===== src/rtl/vga_timing_gen.sv =====
// VGA raster timing: pixel coordinates, blanking, sync pulses and strobes.
// Each enabled clock advances one pixel; all outputs are registered and aligned.
module vga_timing_gen #(
  parameter int H_ACTIVE  = 640,
  parameter int H_FP      = 16,
  parameter int H_SYNC    = 96,
  parameter int H_BP      = 48,
  parameter int V_ACTIVE  = 480,
  parameter int V_FP      = 10,
  parameter int V_SYNC    = 2,
  parameter int V_BP      = 33,
  parameter int HSYNC_POL = 0,
  parameter int VSYNC_POL = 0,
  parameter int CNT_W     = 10
) (
  input  logic             clk,
  input  logic             rst_n,
  input  logic             ena,
  output logic             hsync,
  output logic             vsync,
  output logic             display_on,
  output logic [CNT_W-1:0] x,
  output logic [CNT_W-1:0] y,
  output logic             line_start,
  output logic             frame_start,
  output logic [7:0]       frame_cnt
);

  localparam int H_TOTAL = H_ACTIVE + H_FP + H_SYNC + H_BP;
  localparam int V_TOTAL = V_ACTIVE + V_FP + V_SYNC + V_BP;

  generate
    if (H_TOTAL > (1 << CNT_W) || V_TOTAL > (1 << CNT_W)) begin : g_bad_w
      $fatal(1, "vga_timing_gen: totals exceed counter width");
    end
    if (H_FP < 1 || H_SYNC < 1 || H_BP < 1 ||
        V_FP < 1 || V_SYNC < 1 || V_BP < 1) begin : g_bad_p
      $fatal(1, "vga_timing_gen: porch/sync must be >= 1");
    end
  endgenerate

  localparam logic [CNT_W-1:0] H_LAST = CNT_W'(H_TOTAL - 1);
  localparam logic [CNT_W-1:0] V_LAST = CNT_W'(V_TOTAL - 1);
  localparam logic [CNT_W-1:0] H_VIS  = CNT_W'(H_ACTIVE);
  localparam logic [CNT_W-1:0] V_VIS  = CNT_W'(V_ACTIVE);
  localparam logic [CNT_W-1:0] H_SS   = CNT_W'(H_ACTIVE + H_FP);
  localparam logic [CNT_W-1:0] H_SE   = CNT_W'(H_ACTIVE + H_FP + H_SYNC);
  localparam logic [CNT_W-1:0] V_SS   = CNT_W'(V_ACTIVE + V_FP);
  localparam logic [CNT_W-1:0] V_SE   = CNT_W'(V_ACTIVE + V_FP + V_SYNC);
  localparam logic             HS_ON  = 1'(HSYNC_POL);
  localparam logic             VS_ON  = 1'(VSYNC_POL);

  typedef struct packed {
    logic             hs;
    logic             vs;
    logic             de;
    logic             ls;
    logic             fs;
    logic [CNT_W-1:0] px;
    logic [CNT_W-1:0] py;
  } raster_t;

  localparam raster_t RST_VAL = '{
    hs: ~HS_ON, vs: ~VS_ON, de: 1'b0, ls: 1'b0,
    fs: 1'b0, px: '0, py: '0
  };

  logic [CNT_W-1:0] h_cnt;
  logic [CNT_W-1:0] v_cnt;
  logic [7:0]       f_cnt;
  logic             h_last;
  logic             v_last;
  raster_t          nxt;
  raster_t          cur;

  assign h_last = (h_cnt == H_LAST);
  assign v_last = (v_cnt == V_LAST);

  // Decode the pre-increment counters into the next output bundle.
  always_comb begin
    nxt    = RST_VAL;
    nxt.px = h_cnt;
    nxt.py = v_cnt;
    nxt.de = (h_cnt < H_VIS) && (v_cnt < V_VIS);
    nxt.hs = (h_cnt >= H_SS && h_cnt < H_SE) ? HS_ON : ~HS_ON;
    nxt.vs = (v_cnt >= V_SS && v_cnt < V_SE) ? VS_ON : ~VS_ON;
    nxt.ls = (h_cnt == '0);
    nxt.fs = (h_cnt == '0) && (v_cnt == '0);
  end

  // Raster counters and completed-frame count, advancing on enabled edges.
  always_ff @(posedge clk or negedge rst_n) begin
    if (!rst_n) begin
      h_cnt <= '0;
      v_cnt <= '0;
      f_cnt <= '0;
    end else if (ena) begin
      h_cnt <= h_last ? '0 : h_cnt + 1'b1;
      if (h_last) begin
        v_cnt <= v_last ? '0 : v_cnt + 1'b1;
        if (v_last) begin
          f_cnt <= f_cnt + 8'd1;
        end
      end
    end
  end

  // Output register; pulses are held along with everything else when ena is low.
  always_ff @(posedge clk or negedge rst_n) begin
    if (!rst_n) begin
      cur <= RST_VAL;
    end else if (ena) begin
      cur <= nxt;
    end
  end

  assign hsync       = cur.hs;
  assign vsync       = cur.vs;
  assign display_on  = cur.de;
  assign line_start  = cur.ls;
  assign frame_start = cur.fs;
  assign x           = cur.px;
  assign y           = cur.py;
  assign frame_cnt   = f_cnt;

endmodule


===== config.mk =====
export PLATFORM = sky130hd
export DESIGN_NAME = vga_timing_gen
export DESIGN_NICKNAME = d
export VERILOG_FILES = /design/src/rtl/vga_timing_gen.sv
export SDC_FILE = /design/constraint.sdc
export NUM_CORES = 1
export LEC_CHECK = 0
export CAP_MARGIN = 20
export CORE_MARGIN = 1
export CORE_UTILIZATION = 35
export CTS_CLUSTER_DIAMETER = 50
export DETAILED_ROUTE_END_ITERATION = 6
export SLEW_MARGIN = 10
export SYNTH_ARGS = -nofsm -noshare
export SYNTH_HDL_FRONTEND = slang
export SYNTH_SLANG_ARGS = --single-unit

===== constraint.sdc =====
create_clock -name clk -period 5.3 [get_ports clk]
set_clock_uncertainty 0.15 [all_clocks]
set_input_delay 1.06 -clock clk [delete_from_list [all_inputs] [get_ports clk]]
set_output_delay 1.06 -clock clk [all_outputs]
set_load 0.005 [all_outputs]

# --- Yosys cells after proc, flatten, opt, wreduce, memory -nomap -nowiden ---
# Index checks and enable logic that the tools add are counted.
word_totals:
  mem_count: 0
  ramBits: 0
  elab_cells: 33
  reg_bits: 53
  rom_bits: 0
  latch_bits: 0
  out_inout_bits: 33
  inputBits: 3
op_classes:
  shift: 0
  bitwise_logic: 0
  div: 0
  magnitude_cmp: 6
  add_sub_neg: 3
  eq_ne: 2
  mux: 4
  n_reduce_logical: 8
  n_mul: 0
ops:
  columns: ["operator", "count"]
  rows:
  - ["$add 10x1->10 const B", 2]
  - ["$eq 10x10->1 const B", 2]
  - ["$logic_not 10->1", 2]
  - ["$lt 10x10->1 const B", 2]
  - ["$lt 10x9->1 const B", 2]
  - ["$mux 10", 2]
  - ["$ge 10x10->1 const B", 1]
  - ["$ge 10x9->1 const B", 1]
  - ["$add 8x1->8 const B", 1]
  - ["$logic_and 1x1->1", 4]
  - ["$reduce_and 3->1", 1]
  - ["$mux 1", 2]
  - ["$reduce_and 2->1", 1]

# --- Depth between registers and ports, before layout ---
# Gate-level depths: netlist of run 1.
logic_depth:
  depth_word: 3
  mapped_depth: 7
  ltp_nobuf: 6

# --- Least setup slack after synthesis of run 1 ---
# No wires, ideal clock.
synth_timing:
  path_type: "in2reg"
  start: "input port ena"
  end: "register f_cnt[7] (netlist: frame_cnt[7])"
  t_arrival_ns: 2.008
  stages: 6
  setup_time_ns: 0.079
  path_slack_ns: 3.062
  n_path_buf: 2
  cell_sequence: "buf_2 and2b_1 nand3_2 buf_6 nor4_2 xor2_1"
synth_between:
  elab_chain_cells: 1
synth_rtl:
  columns: ["element", "line", "source"]
  rows:
  - ["start: declaration", "18", "input logic ena,"]
  - ["$reduce_and 3->1 (no source line)", null, null]
  - ["end signal: assignment", "102", "f_cnt <= f_cnt + 8'd1;"]
  - ["end: declaration", "70", "logic [7:0] f_cnt;"]
# Every way passes these cells.
# A chain may end at the register's enable or synchronous reset.

# --- Worst setup path in the final report of run 1 ---
layout_timing:
  start: "input port ena"
  end: "register f_cnt[1] (netlist: frame_cnt[1])"
# The elaborated chain is that of the path after synthesis.

==> flow_metrics.py, run 1 <==
metrics = {
    "layout": {
        "layoutNonFillerInstCount": 318,
        "syn_to_final_growth_pct": 19.75,
        "layout.cells.most_common": "dfrtp_1",
        "layout_common_cells": "dfrtp_1 (51), clkdlybuf4s50_1 (34), mux2_2 (21)",
        "insertedDiodeCount": 0,
        "layout.nets": 248,
        "drive_above_1_share_pct": 16.18,
        "final_design_area_no_fill_um2": 2898,
    },
    "synthesis": {
        "synth_cells": 207,
        "number_of_distinct_standard_cells_referenced_by_the_synthesized_netlist": 37,
        "post_synth_instance_area_um2": 2420,
        "syn-num-nets": 215,
        "yosys_warnings": 0,
        "syn_avg_cell_area_um2": 11.69,
        "yosys_register_bits": 53,
        "netlist_top_cells_area": "dfrtp_1 (53%), mux2_2 (9.8%), xor2_1 (4.3%)",
        "share_of_the_synthesized_area_in_the_top_cell_type_pct": 52.74,
        "cell_accounting_for_the_most_synthesized_area": "dfrtp_1",
        "postSynth.topFlopCell": "dfrtp_1",
        "asyncSetResetFlopFracSynth_pct": 100.0,
        "synth_edf_count": 0,
        "synth-seq-area-share_pct": 54.91,
    },
    "outcome": {
        "run_status": "finished, final reports clean",
    },
    "sta": {
        "timing.final.max_slew_violations": 0,
        "final-hold-violation-count": 0,
        "period_needed_ns": 2.911,
        "max_slew.worst_pin.slew_ns": 0.6543,
        "period_share_pct": 54.92,
        "unrepaired_setup_endpoints_after_global_routing": "no",
        "finalSetupViolCount": 0,
        "timing.setup.tns_ns": 0,
        "fmaxAchievable_mhz": 343.6,
        "worst_slew_margin_rel_pct": 56.38,
    },
    "clock_network": {
        "worst_skew_pair_latency_ns": 0.30,
        "cts_sinks": 53,
        "cts_resized": 0,
        "cts_buffer_count": 5,
        "cts.clk_slew.worst_paths_ns": 0.09,
        "ctsRootBufferMaster": "clkbuf_8",
        "htree_num_levels": 2,
        "total_of_hold_buffers_inserted_after_clock_tree_synthesis": 0,
        "clock_tree.buffer_depth": 2,
        "cts_setup_buffers": 0,
        "cts_tree": "done",
    },
    "routing": {
        "post_drt_via_cell_ratio": 5.075,
        "wl_mm": 4.570,
        "drc": 0,
        "drt_first_pass_iters": 4,
        "detailroute.via_count": 1614,
        "route.antenna.remaining_nets": 0,
        "drtIter0Drc": 69,
        "wl_per_cell_um": 14.37,
    },
    "global_routing": {
        "grt_pass1_wl_mm": 7.962,
        "grt.overflow.total": 0,
        "grt_antenna_before_repair": 0,
        "track_usage_pct": 14.00,
        "largest_net_degree_at_the_start_of_global_routing": 54,
        "grt_pass1_vias": 1608,
    },
    "power_and_ir_drop": {
        "power-per-cell-area_nw_per_um2": 287.5,
        "cellInternalPower_uw": 611.1,
        "power.leakage_uw": 0.001321,
        "sw_power_uw": 222.0,
        "combPwrFrac_pct": 14.9,
        "register_share_of_total_power_pct": 58.6,
        "switching_share_of_power_pct": 26.65,
        "peakVddDrop_uv": 147.2,
        "power.clock.fraction_pct": 26.5,
    },
    "setup_path": {
        "cp-end-kind": "flip-flop",
        "crit_path_max_incr_delay_ns": 0.45,
        "cp.arrival_ns": 2.96,
        "setup.worst_path.start_class": "input port",
        "slowest_stage": "clkdlybuf4s50_1",
        "timing.critical_path.fanout_max": 35,
        "worst-setup-path-type": "in -> reg",
        "cells_traversed_along_the_worst_timing_path": "clkdlybuf4s50_1 -> buf_4 -> and2b_1 -> nand3_2 -> nor2_1 -> mux2_2",
        "critical_path_required_ns": 5.35,
    },
    "die": {
        "die_width_um": 85.15,
        "core_area_um2": 6495,
        "starting_density_of_the_core_pct": 37.26,
        "placement_rows": 29,
        "floorplan.die.height_um": 85.15,
        "boundaryPins": 36,
        "design.die.area_um2": 7251,
    },
    "place": {
        "dp_cells": 310,
        "place.port_buffers": 35,
        "post_dp_cell_area_um2": 2815,
        "hpwlAfterDp_mm": 3.149,
        "globalplace.congestion": 0.8207,
    },
    "job": {
        "max_cap_violations": 0,
    },
    "worst_hold_path": {
        "hp-class": "reg -> reg",
    },
}
worst max-delay path: cells and delay by family:
family | cells | cell delay, ns
buf+inv | 2 | 0.79
mux | 1 | 0.37
simple gates | 3 | 0.73
registers in the layout, indices dropped and copies added, names as in the netlist:
register,cells
v_cnt,10
frame_start,1
display_on,1
vsync,1
y,10
h_cnt,10
line_start,1
hsync,1
x,10
frame_cnt,8
cell usage after synthesis (all sizes together) (2+ instances only):
| cell | instances |
|---|---|
| a21oi | 3 |
| a31oi | 2 |
| and3 | 5 |
| and4 | 3 |
| buf | 6 |
| clkbuf | 5 |
| dfrtp | 51 |
| dfstp | 2 |
| ha | 5 |
| inv | 12 |
| mux2 | 21 |
| mux2i | 2 |
| nand2 | 8 |
| nand3 | 10 |
| nand4 | 9 |
| nor2 | 11 |
| nor2b | 4 |
| nor3 | 8 |
| nor4 | 4 |
| o21ai | 7 |
| o22ai | 2 |
| xnor2 | 7 |
| xor2 | 12 |
power groups by stage:
| stage | Sequential, uW | Clock (uW) | Combinational [uW] |
|---|---|---|---|
| finish | 488 | 220 | 124 |
| global route | 496 | 244 | 139 |
| CTS | 489 | 226 | 127 |
| detailed placement | 496 | 0 | 127 |
| global placement | 495 | 0 | 123 |
| floorplan | 475 | 0 | 82.1 |
per-stage QoR:
step | hold WS, ns | worst slack (ns) | power (uW) | utilization, %
after floorplan | 0.3147 | 3.062 | 557.5 | -
after global placement | 0.3115 | 2.102 | 618.6 | 43.34
after detailed placement | 0.3172 | 2.045 | 623.2 | 43.34
after CTS | 0.3311 | 2.374 | 841.1 | 44.62
after global routing | 0.3500 | 2.248 | 879.4 | 44.62
final | 0.3236 | 2.389 | 833.1 | 44.62
final timing paths:
path | from | to | slack (ns) | cells past startpoint
worst min-delay path | frame_cnt[7] | frame_cnt[7] | 0.32 | 1
min in group asynchronous | rst_n | x[7] | 0.69 | 2
worst min register to register | frame_cnt[7] | frame_cnt[7] | 0.32 | 1
worst max-delay path | ena | frame_cnt[1] | 2.39 | 6
max in group asynchronous | rst_n | x[4] | 3.85 | 2
worst max register to register | v_cnt[1] | frame_cnt[1] | 3.12 | 6
cell families (layout without fill, tap and decap cells):
logic type / Yosys count / count (layout) / share of synthesized area, %
DFF: 53 / 53 / 54.91
xor gates and xnor gates: 19 / 19 / 6.877
AOI/OAI and AO/OA: 17 / 17 / 4.240
muxes: 23 / 23 / 10.60
adders and majority gates: 5 / 5 / 2.585
buffers and inverters: 23 / 57 / 4.394
and+or+nand+nor: 67 / 67 / 16.39
final cells by class:
cell class              count  area, um2
clock buffers               6      72.57
well taps                  77      96.34
clock inverters             2      10.01
inverters                  12      45.04
fillers                   584       3597
flip-flops and latches     53       1329
multi-input cells         131      984.7
repair buffers             37      360.3
routing by layer:
layer  global-route usage [%]  part of all wire [%]
met2                    21.11                    44
met5                        0                     0
met1                    19.90                    51
met3                    3.210                   3.3
met4                    4.777                   1.4
No activity file was read; power rests on OpenSTA's default activity.
==> run 2, diff against run 1 <==
clock period = 2.8 ns   (was 5.3 ns; I/O delays follow)
==> run 2 against run 1 <==
Compared with the run above: register-to-register slack worse by 2.5 ns; critical path depth unchanged; final cell count grew 0.63%; power grew 88%; combinational power rose by 87%; sequential power up 89%; count of clock-buffer cells in the layout did not move; sequential share of layout area fell by 0.24 points; wire length down 2.6%; critical path type is now reg -> reg; critical endpoint unchanged; largest power group unchanged.
==> flow_metrics.py, run 2 (synthesis gave the netlist of run 1 again) <==
metrics = {
    "outcome": {
        "run_status": "finished, final reports clean",
    },
    "place": {
        "globalplace.congestion": 0.8403,
        "dp_cells": 312,
        "place.port_buffers": 35,
        "hpwlAfterDp_mm": 3.070,
    },
    "die": {
        "core_area_um2": 6495,
        "starting_density_of_the_core_pct": 37.26,
        "die_width_um": 85.15,
        "boundaryPins": 36,
        "floorplan.die.height_um": 85.15,
        "design.die.area_um2": 7251,
        "placement_rows": 29,
    },
    "setup_path": {
        "timing.critical_path.fanout_max": 13,
        "r2r-end": "frame_cnt[1]",
        "slowest_stage": "dfrtp_1",
        "cells_traversed_along_the_worst_timing_path": "inv_1 -> ha_1 -> nor2b_1 -> nand4_2 -> nor2_1 -> mux2_2",
        "worst-setup-path-type": "reg -> reg",
        "setup.worst_path.start_class": "flip-flop",
        "cp-end-kind": "flip-flop",
        "crit_path_max_incr_delay_ns": 0.44,
        "worst_setup_path_startpoint": "v_cnt[1]",
        "critical_path_required_ns": 2.85,
        "rr_startpoint": "v_cnt[1]",
        "rrSetupSlack_ns": 0.65,
        "cp.arrival_ns": 2.20,
        "reg2reg_depth": 6,
    },
    "sta": {
        "timing.setup.tns_ns": 0,
        "max_slew.worst_pin.slew_ns": 0.9080,
        "finalSetupViolCount": 0,
        "timing.final.max_slew_violations": 0,
        "period_needed_ns": 2.149,
        "worst_slew_margin_rel_pct": 39.47,
        "period_share_pct": 76.75,
        "unrepaired_setup_endpoints_after_global_routing": "no",
        "final-hold-violation-count": 0,
        "fmaxAchievable_mhz": 465.4,
    },
    "layout": {
        "layout_common_cells": "dfrtp_1 (51), clkdlybuf4s50_1 (34), mux2_2 (21)",
        "layout.cells.most_common": "dfrtp_1",
        "insertedDiodeCount": 0,
        "multi_input_comb_area_um2": 984.7,
        "layout.nets": 250,
        "drive_above_1_share_pct": 16.87,
        "layout.filler_cells": 613,
        "layoutNonFillerInstCount": 320,
        "syn_to_final_growth_pct": 20.37,
        "seqCellArea_um2": 1329,
    },
    "job": {
        "max_cap_violations": 0,
    },
    "clock_network": {
        "cts_resized": 0,
        "cts.clk_slew.worst_paths_ns": 0.09,
        "clock_tree.buffer_depth": 2,
        "htree_num_levels": 2,
        "total_of_hold_buffers_inserted_after_clock_tree_synthesis": 0,
        "cts_tree": "done",
        "cts_sinks": 53,
        "ctsRootBufferMaster": "clkbuf_8",
        "cts_buffer_count": 5,
        "worst_skew_pair_latency_ns": 0.30,
        "cts_setup_buffers": 0,
    },
    "worst_hold_path": {
        "hp-class": "in -> async",
    },
    "global_routing": {
        "grt_antenna_before_repair": 0,
        "met2_usage_pct": 18.91,
        "gr-usage-met3_pct": 2.529,
        "most_crowded_layer_after_global_routing": "met1",
        "largest_net_degree_at_the_start_of_global_routing": 43,
        "grt_pass1_vias": 1575,
        "grt_pass1_wl_mm": 7.845,
        "groute.layer.met1.usage_pct": 21.01,
        "grt.overflow.total": 0,
        "track_usage_pct": 13.82,
    },
    "routing": {
        "post_drt_via_cell_ratio": 5.053,
        "route.antenna.remaining_nets": 0,
        "detailroute.via_count": 1617,
        "drtIter0Drc": 101,
        "drt_first_pass_iters": 4,
        "drc": 0,
        "wl_per_cell_um": 13.91,
        "wl_mm": 4.452,
    },
    "power_and_ir_drop": {
        "power-per-cell-area_nw_per_um2": 536.5,
        "switching_share_of_power_pct": 25.95,
        "cellInternalPower_uw": 1157,
        "power.clock.fraction_pct": 26.3,
        "combPwrFrac_pct": 14.8,
        "peakVddDrop_uv": 243.3,
        "sw_power_uw": 405.6,
        "register_share_of_total_power_pct": 58.9,
        "power.leakage_uw": 0.001331,
    },
}
[run 2: how the worst max path moves through the flow]
stage,cells after the start,to,slack (ns)
after CTS,6,frame_cnt[1],0.66
after global routing,6,frame_cnt[1],0.49
final,6,frame_cnt[1],0.65
after floorplan,6,frame_cnt[7],1.06
after global placement,6,h_cnt[9],0.45
after detailed placement,6,h_cnt[9],0.43
[run 2: cell type report]
type                       instances  share of cell area, %
clock buffer                       6                  2.491
inverter                          12                  1.546
tap                               77                  3.308
sequential                        53                  45.62
timing repair buffer              39                  12.89
multi-input combinational        131                  33.81
clock inverter                     2                 0.3436
[run 2: critical path: cells and delay by family (launching register included)]
| kind | cells | cell delay, ns |
|---|---|---|
| adders and majority gates | 1 | 0.15 |
| buffers and inverters | 1 | 0.13 |
| DFF | 1 | 0.44 |
| muxes | 1 | 0.35 |
| and+or+nand+nor | 3 | 0.81 |
[run 2: power by group through the flow]
| stage | clock network, uW | logic [uW] | registers (uW) |
|---|---|---|---|
| floorplan | 0 | 155 | 900 |
| global placement | 0 | 232 | 936 |
| detailed placement | 0 | 236 | 936 |
| CTS | 432 | 236 | 921 |
| global route | 465 | 256 | 937 |
| finish | 411 | 232 | 920 |
[run 2: layer usage]
layer / vias to the layer above / part of all wire (%)
met4: 0 / 2.0
met5: - / 0
met1: 789 / 51
met3: 5 / 3.7
met2: 35 / 43
li1: 788 / -
[run 2: stage by stage]
step / setup slack (ns) / utilization (%) / total power, uW / hold WS (ns) / instance area [um2]
final: 0.6511 / 44.85 / 1563 / 0.2335 / 2913
after global placement: 0.4524 / 43.58 / 1168 / 0.3100 / 2830
after detailed placement: 0.4331 / 43.58 / 1173 / 0.3119 / 2830
after floorplan: 1.062 / - / 1055 / 0.1144 / 2420
after CTS: 0.6561 / 44.85 / 1589 / 0.2621 / 2913
after global routing: 0.4880 / 44.85 / 1659 / 0.3057 / 2913
